### src/rtl/seg7_scan_driver.sv
// seg7_scan_driver
// Drives a 4-digit common-anode 7-segment display from four BCD digits.
// The digits are latched once per scan frame so a frame never shows a mix of
// old and new values. Each digit slot starts with an anode-off guard period to
// suppress ghosting. The separator decimal point is steady while paused and
// blinks while running. All outputs are registered and lag the internal scan
// state by one clock.
module seg7_scan_driver #(
    parameter int REFRESH_DIV  = 100000,
    parameter int GUARD        = 4,
    parameter int BLINK_FRAMES = 125
) (
    input  logic       clk,
    input  logic       reset,
    input  logic [3:0] BCD0,
    input  logic [3:0] BCD1,
    input  logic [3:0] BCD2,
    input  logic [3:0] BCD3,
    input  logic       pause,
    input  logic       blank_lz,
    output logic [6:0] seg,
    output logic       dp,
    output logic [3:0] an
);

    localparam int CNT_W = (REFRESH_DIV > 1) ? $clog2(REFRESH_DIV) : 1;
    localparam int FRM_W = (BLINK_FRAMES > 1) ? $clog2(BLINK_FRAMES) : 1;
    localparam logic [CNT_W-1:0] CNT_LAST  = CNT_W'(REFRESH_DIV - 1);
    localparam logic [CNT_W-1:0] CNT_GUARD = CNT_W'(GUARD);
    localparam logic [FRM_W-1:0] FRM_LAST  = FRM_W'(BLINK_FRAMES - 1);

    // Scan state
    logic [CNT_W-1:0] cnt_q, cnt_d;
    logic [1:0]       idx_q, idx_d;
    logic [FRM_W-1:0] frame_q, frame_d;
    logic             blink_q, blink_d;
    logic             slot_end;
    logic             frame_end;

    // Per-frame digit snapshot, indexed by source input (0 = BCD0 ... 3 = BCD3)
    logic [3:0] bcd_in [4];
    logic [3:0] snap_q [4];

    // Output registers and their next values
    logic [3:0] an_q, an_d;
    logic [6:0] seg_q, seg_d;
    logic       dp_q, dp_d;
    logic [3:0] cur_digit;
    logic       blank_now;

    assign bcd_in[0] = BCD0;
    assign bcd_in[1] = BCD1;
    assign bcd_in[2] = BCD2;
    assign bcd_in[3] = BCD3;

    assign slot_end  = (cnt_q == CNT_LAST);
    assign frame_end = slot_end && (idx_q == 2'd3);

    // Segment patterns, gfedcba, active-low; non-decimal codes show a dash
    function automatic logic [6:0] seg_code(input logic [3:0] d);
        logic [6:0] s;
        case (d)
            4'd0:    s = 7'b1000000;
            4'd1:    s = 7'b1111001;
            4'd2:    s = 7'b0100100;
            4'd3:    s = 7'b0110000;
            4'd4:    s = 7'b0011001;
            4'd5:    s = 7'b0010010;
            4'd6:    s = 7'b0000010;
            4'd7:    s = 7'b1111000;
            4'd8:    s = 7'b0000000;
            4'd9:    s = 7'b0010000;
            default: s = 7'b0111111;
        endcase
        return s;
    endfunction

    // Next-state for slot counter, digit index, frame counter and blink phase
    always_comb begin
        cnt_d   = cnt_q + CNT_W'(1);
        idx_d   = idx_q;
        frame_d = frame_q;
        blink_d = blink_q;
        if (slot_end) begin
            cnt_d = '0;
            idx_d = idx_q + 2'd1;
        end
        if (frame_end) begin
            if (frame_q == FRM_LAST) begin
                frame_d = '0;
                blink_d = ~blink_q;
            end else begin
                frame_d = frame_q + FRM_W'(1);
            end
        end
    end

    // Scan state registers
    always_ff @(posedge clk) begin
        if (reset) begin
            cnt_q   <= '0;
            idx_q   <= '0;
            frame_q <= '0;
            blink_q <= 1'b0;
        end else begin
            cnt_q   <= cnt_d;
            idx_q   <= idx_d;
            frame_q <= frame_d;
            blink_q <= blink_d;
        end
    end

    // One snapshot register per source digit, reloaded only at a frame boundary
    generate
        for (genvar gi = 0; gi < 4; gi++) begin : g_snap
            always_ff @(posedge clk) begin
                if (reset) begin
                    snap_q[gi] <= 4'd0;
                end else if (frame_end) begin
                    snap_q[gi] <= bcd_in[gi];
                end
            end
        end
    endgenerate

    // Slot-to-source mapping: the two minute digits are wired swapped on the
    // board, so slot 2 shows BCD3 and slot 3 shows BCD2
    always_comb begin
        cur_digit = snap_q[0];
        case (idx_q)
            2'd0: cur_digit = snap_q[0];
            2'd1: cur_digit = snap_q[1];
            2'd2: cur_digit = snap_q[3];
            2'd3: cur_digit = snap_q[2];
            default: cur_digit = snap_q[0];
        endcase
    end

    // Output decode: guard interval, leading-zero blank, decimal point
    always_comb begin
        blank_now = (idx_q == 2'd3) && blank_lz && (snap_q[2] == 4'd0);
        seg_d     = seg_code(cur_digit);
        an_d      = 4'b1111;
        if (!(cnt_q < CNT_GUARD) && !blank_now) begin
            an_d = ~(4'b0001 << idx_q);
        end
        dp_d = !((idx_q == 2'd2) && (pause || blink_q));
    end

    // Registered outputs
    always_ff @(posedge clk) begin
        if (reset) begin
            an_q  <= 4'b1111;
            seg_q <= 7'b1111111;
            dp_q  <= 1'b1;
        end else begin
            an_q  <= an_d;
            seg_q <= seg_d;
            dp_q  <= dp_d;
        end
    end

    assign an  = an_q;
    assign seg = seg_q;
    assign dp  = dp_q;

endmodule
### config.mk
export PLATFORM = sky130hd
export DESIGN_NAME = seg7_scan_driver
export DESIGN_NICKNAME = d
export VERILOG_FILES = /design/src/rtl/seg7_scan_driver.sv
export SDC_FILE = /design/constraint.sdc
export NUM_CORES = 1
export LEC_CHECK = 0
export CAP_MARGIN = 20
export CORE_ASPECT_RATIO = 1.75
export CORE_UTILIZATION = 55
export DETAILED_ROUTE_END_ITERATION = 7
export PLACE_DENSITY = 0.79
export REMOVE_ABC_BUFFERS = 1
export SETUP_SLACK_MARGIN = 0.15
export SLEW_MARGIN = 30
export SYNTH_ARGS = -nofsm -noshare
export SYNTH_HDL_FRONTEND = slang
export SYNTH_SLANG_ARGS = --single-unit
### constraint.sdc
create_clock -name clk -period 5.9 [get_ports clk]
set_clock_uncertainty 0.2 [all_clocks]
set_input_delay 1.18 -clock clk [delete_from_list [all_inputs] [get_ports clk]]
set_output_delay 1.18 -clock clk [all_outputs]
set_load 0.01 [all_outputs]
==> results of run 1 <==
## kinds of logic after synthesis
logic type	Yosys count	share of synthesized area, %
AOI/OAI and AO/OA	52	13.9
xor gates and xnor gates	10	3.40
adders and majority gates	11	5.34
buffers and inverters	27	4.37
DFF	55	48.9
muxes	5	2.09
and+or+nand+nor	102	21.9
## stage by stage
stage | total power, mW | utilization (%) | setup slack [ns]
finish | 0.647 | 67.7 | 2.68
global route | 0.674 | 67.7 | 2.55
CTS | 0.656 | 67.5 | 2.71
detailed placement | 0.454 | 65.5 | 2.37
global placement | 0.453 | 65.5 | 2.41
floorplan | 0.427 | - | 2.80
## Yosys cell counts (2+ instances only)
cell      instances
a222oi_1          4
mux2i_1           2
nand2_1          17
nand3_1          16
inv_1            16
nand4_1           5
o211ai_1          3
nand2b_1          2
xnor2_1           6
a311oi_1          3
or4_1             4
clkbuf_1          6
nor2_1           13
o21a_1            2
dfxtp_1          39
nor4_1            5
xor2_1            4
and2_1           18
a21o_1            2
edfxtp_1         16
clkbuf_2          2
a21oi_1          13
and3_1            3
ha_1             11
o21ai_0          11
nor3_1            5
or3_1             7
mux2_2            3
a41oi_1           4
## area by class of cell
| class | count | area, um2 | share of cell area, % |
|---|---|---|---|
| Clock buffer | 5 | 68.8 | 2.29 |
| Clock inverter | 3 | 20.0 | 0.666 |
| Inverter | 17 | 63.8 | 2.12 |
| Multi-Input combinational cell | 180 | 1210 | 40.3 |
| Sequential cell | 55 | 1260 | 41.9 |
| Tap cell | 51 | 63.8 | 2.12 |
| Timing Repair Buffer | 32 | 318 | 10.6 |
## worst max-delay path by stage
stage,startpoint,end,slack (ns)
2_1_floorplan,cnt_q[0],snap_q[0][0],2.80
3_3_place_gp,reset,snap_q[0][0],2.41
3_5_place_dp,reset,snap_q[0][3],2.37
4_1_cts,reset,snap_q[2][3],2.71
5_1_grt,reset,snap_q[2][3],2.55
6_report,reset,snap_q[2][3],2.68
## critical path: cells and delay by family
family | cells | cell delay, ns
compound gates | 1 | 0.19
buf+inv | 3 | 1.64
## layer usage
metal	vias up	GRT usage, %
met5	-	0
met4	0	10.5
met3	9	4.11
met2	34	45.5
met1	940	24.4
li1	1015	-
## where the power goes
part / internal (mW) / leakage, nW / switching (mW)
Clock: 0.0829 / 0.0418 / 0.119
Sequential: 0.397 / 0.479 / 0.00456
Combinational: 0.0237 / 0.567 / 0.0199
## state kept, by name, summed over array words and instances (netlist names)
name / count
an: 4
blink_q: 1
cnt_q: 17
dp: 1
frame_q: 7
idx_q: 2
seg: 7
snap_q: 16
==> impl_metrics.ini, run 1 <==
[place]
gp_congestion = 0.822
post_placement_cell_count = 335
hpwl_um = 3990
count_of_input_and_output_buffers = 31
dpl-instance-area_mm2 = 0.00291

[detailed_routing]
detail_route.wl_per_cell_um = 15.5
routed-via-count = 1998
topRoutingLayerUsed = met4
dr_wl_met3_um = 134
met1_length_um = 2010
drt_pre_antenna_iters = 4
detail_route.iter0.violations = 54
drc = 0
met2_wirelength_from_detailed_routing_um = 3080
via_per_inst = 5.83
antenna_violating_nets_post_route = 0
routed_wl_um = 5330

[clock_network]
cts-resized-gates = 0
worst_skew_pair.late_latency_ns = 0.31
clk_pin_slew_worst_paths_ns = 0.09
postCtsHoldBufs = 0
cts_root_buf = clkbuf_8
cts_sinks = 55
cts-htree-levels = 2
cts_tree = done
cts.repair_timing.setup_buffer_count = 0
cts_max_path_buffers = 2
cts_made_buffers = 5

[hold_path]
min_path_cells = 1
holdCritPathClass = reg -> reg
worstHoldStart = cnt_q[0]
holdPathEnd = cnt_q[0]

[yosys]
ys_warn_count = 0
ys_ff_latch = 55
postSynthAreaPerCell_um2 = 9.84
synth_flop_cell = dfxtp_1
sequential_fraction_of_the_synthesis_area_pct = 48.9
ys_async_sr_fraction_pct = 0
post_synth_main_area_contributors = dfxtp_1, edfxtp_1, ha_1, and2_1, nand3_1
post_synth_inst_count = 262
yosys.area.top_type = dfxtp_1
synth_edf_count = 16
yosysUniqueCellTypes = 49
synth_largest_type_area_fraction_pct = 30.3
syn_area_mm2 = 0.00258

[setup_path]
worstSetupEndpointType = flip-flop
cp_cell_sequence = clkdlybuf4s50_1 -> clkinv_1 -> o21ai_1 -> buf_4
worst_setup_start_kind = primary input
worstPathRequired_ns = 5.70
critPathKind = in -> reg
crit_fanout = 16
worstReg2RegEnd = frame_q[3]
critical-path-slowest-cell = clkdlybuf4s50_1
worst-r2r-setup-slack_ns = 3.39
cp_data_arrival_time_ns = 3.02
max_stage_delay_ns = 0.91
ff2ff_path_depth = 5
worstReg2RegStart = cnt_q[0]

[job]
cap_viol_max_count = 0

[global_routing]
grt_pass1_wl_um = 8800
grt_util_all_layers_pct = 24.4
grt_max_degree = 18
gr-total-overflow = 0
initial_antenna_violation_count = 0
grt_pass1_vias = 1991

[layout]
design.final.nets = 322
fin_cells = 343
antenna-diode-count = 0
layout.cells.most_common = dfxtp_1
layout.cells.most_common_list = dfxtp_1, clkdlybuf4s50_1, and2_1
finish.instance_area_mm2 = 0.00301
fillCellCount = 376
area_delta_synth_final_pct = 16.7
final_layout_size_suffix_gt1_share_pct = 5.48

[floorplanning]
die_w_um = 53.8
pin_count = 32
die_area_mm2 = 0.00498
std_cell_rows = 32
fp.coreArea_mm2 = 0.00444
dieHeight_um = 92.6
start_util_pct = 58.0

[timing]
final.setup.tns_ns = 0
final_max_slew_viol_count = 0
worstMarginPinSlew_ns = 0.981
period_utilization_pct = 54.5
headroom_to_the_max_slew_limit_pct = 34.0
min_period_ns = 3.22
setup_repair_after_global_routing_missed_its_margin = no
fmaxAchievable_mhz = 311
report.final.hold_viol_count = 0
finalSetupViolations = 0
final.hold.worst_slack_ns = 0.272

[power]
worst_ir_drop_on_vdd_uv = 266
powerDensity_mw_per_mm2 = 215
power_leakage_nw = 1.09

[run_status]
run_status = finished clean
No activity file was read; power rests on OpenSTA's default activity.
==> inputs of run 2 (changes only) <==
- CORE_UTILIZATION: 55 -> 49
- PLACE_DENSITY: 0.79 -> 0.75
- clock period: 5.9 -> 2.9 ns (I/O delays scaled with it)
==> impl_metrics.ini, run 2 (same netlist as run 1, synthesis figures left out) <==
[run_status]
run_status = complete, but fails checks
violations = DRC

[floorplanning]
dieHeight_um = 97.9
pin_count = 32
die_area_mm2 = 0.00557
std_cell_rows = 34
die_w_um = 56.8
start_util_pct = 51.3
fp.coreArea_mm2 = 0.00502

[clock_network]
clk_pin_slew_worst_paths_ns = 0.08
cts_tree = done
cts_made_buffers = 5
cts_sinks = 55
cts-htree-levels = 2
cts.repair_timing.setup_buffer_count = 0
cts_max_path_buffers = 2
worst_skew_pair.late_latency_ns = 0.31
cts-resized-gates = 0
cts_root_buf = clkbuf_8
postCtsHoldBufs = 0

[timing]
finalSetupViolations = 0
period_utilization_pct = 78.8
report.final.hold_viol_count = 0
min_period_ns = 2.28
final_max_slew_viol_count = 0
fmaxAchievable_mhz = 438
worstMarginPinSlew_ns = 0.444
headroom_to_the_max_slew_limit_pct = 69.6
final.hold.worst_slack_ns = 0.269
final.setup.tns_ns = 0
setup_repair_after_global_routing_missed_its_margin = no

[global_routing]
initial_antenna_violation_count = 0
gr-usage-met2_pct = 35.3
global_route.peak_usage_layer = met2
grt_pass1_vias = 1970
gr-total-overflow = 0
met1_usage_in_global_routing_pct = 21.1
grt_pass1_wl_um = 8480
grt_max_degree = 17
gr-usage-met3_pct = 3.18
grt_util_all_layers_pct = 19.5

[detailed_routing]
via_per_inst = 5.88
antenna_violating_nets_post_route = 0
drt_pre_antenna_iters = 7
drc = 4
routed_wl_um = 5090
routed-via-count = 2070
detail_route.wl_per_cell_um = 14.5
detail_route.iter0.violations = 67

[power]
p_int_mw = 1.20
power.share.clock_pct = 39.0
net-switching-power_mw = 0.285
seq_power_share_pct = 54.9
powerDensity_mw_per_mm2 = 481
swShare_pct = 19.1
worst_ir_drop_on_vdd_uv = 307
power_leakage_nw = 1.14
power_frac_comb_pct = 6.1

[place]
count_of_input_and_output_buffers = 31
post_placement_cell_count = 344
gp_congestion = 0.866
hpwl_um = 3750

[layout]
final_layout_size_suffix_gt1_share_pct = 7.38
fillCellCount = 435
antenna-diode-count = 0
design.final.nets = 328
fin_cells = 352
area_delta_synth_final_pct = 20.0
multiInputGateArea_mm2 = 0.00120
biggest_regs = cnt_q (17), snap_q (16)
max_flop_register = cnt_q
largest_register_ffs = 17
layout.cells.most_common = dfxtp_1
layout.cells.most_common_list = dfxtp_1, clkdlybuf4s50_1, and2_1
seqCellArea_mm2 = 0.00126

[setup_path]
cp_data_arrival_time_ns = 2.08
path_delay_family = simple AND/OR/NAND/NOR gates
crit_fanout = 16
critical_path.n_buffers_inverters = 1
worst_setup_start_kind = flip-flop
critical-path-slowest-cell = or4_4
worstPathRequired_ns = 2.70
max_stage_delay_ns = 0.62
cp_cell_sequence = ha_1 -> nand4_2 -> or4_4 -> o21ai_1 -> buf_4
critPathKind = reg -> reg
worstSetupEndpointType = flip-flop

[job]
cap_viol_max_count = 0

[hold_path]
holdCritPathClass = reg -> reg
==> run 2: cell count changes in the layout (fill, tap and decap cells not counted), sizes merged <==
| cell | before | now |
|---|---|---|
| clkinv | 3 | 1 |
| clkbuf | 5 | 6 |
| buf | 1 | 7 |
| bufinv | 0 | 2 |
| clkinvlp | 1 | 0 |
==> run 2: area by class of cell <==
cell class / count / area share (%)
Tap cell: 54 / 2.19
Sequential cell: 55 / 40.8
Clock inverter: 2 / 1.94
Timing Repair Buffer: 38 / 11.7
Clock buffer: 6 / 2.35
Multi-Input combinational cell: 180 / 38.9
Inverter: 17 / 2.06
==> run 2: worst reg2reg max path, delay by kind of cell (launching register included) <==
kind | cells | cell delay [ns]
and+or+nand+nor | 2 | 0.76
DFF | 1 | 0.37
buffers and inverters | 1 | 0.25
adders and majority gates | 1 | 0.23
AOI/OAI and AO/OA | 1 | 0.16
==> run 2: power groups by stage <==
stage	combinational [mW]	clock (mW)	sequential (mW)
floorplan	0.0313	0	0.837
global placement	0.0906	0	0.834
detailed placement	0.0911	0	0.835
CTS	0.0918	0.591	0.817
global route	0.0993	0.627	0.818
finish	0.0909	0.581	0.816
==> run 2: worst paths after layout <==
| check | from | to | cells past startpoint | slack [ns] |
|---|---|---|---|---|
| setup / recovery | cnt_q[0] | snap_q[2][1] | 5 | 0.62 |
| hold / removal | cnt_q[0] | cnt_q[0] | 1 | 0.27 |
| setup reg to reg | cnt_q[0] | snap_q[2][1] | 5 | 0.62 |
| hold reg to reg | cnt_q[0] | cnt_q[0] | 1 | 0.27 |
==> run 2: per-stage QoR <==
stage                     setup slack, ns  power [mW]  instance area (um2)  utilization (%)
after CTS                           0.611        1.50                 3090             61.6
after detailed placement            0.630       0.926                 2960             58.9
after global placement              0.659       0.924                 2960             58.9
after global routing                0.427        1.54                 3090             61.6
final                               0.615        1.49                 3090             61.6
after floorplan                    -0.196       0.868                 2530                -
==> run 2: routing by layer <==
metal  routed length [um]  vias up  share of wire, %
met5                    0        -                 0
met4                  124        0               2.4
met3                  215       11               4.2
li1                     -     1021                 -
met2                 2720       60                53
met1                 2030      978                40
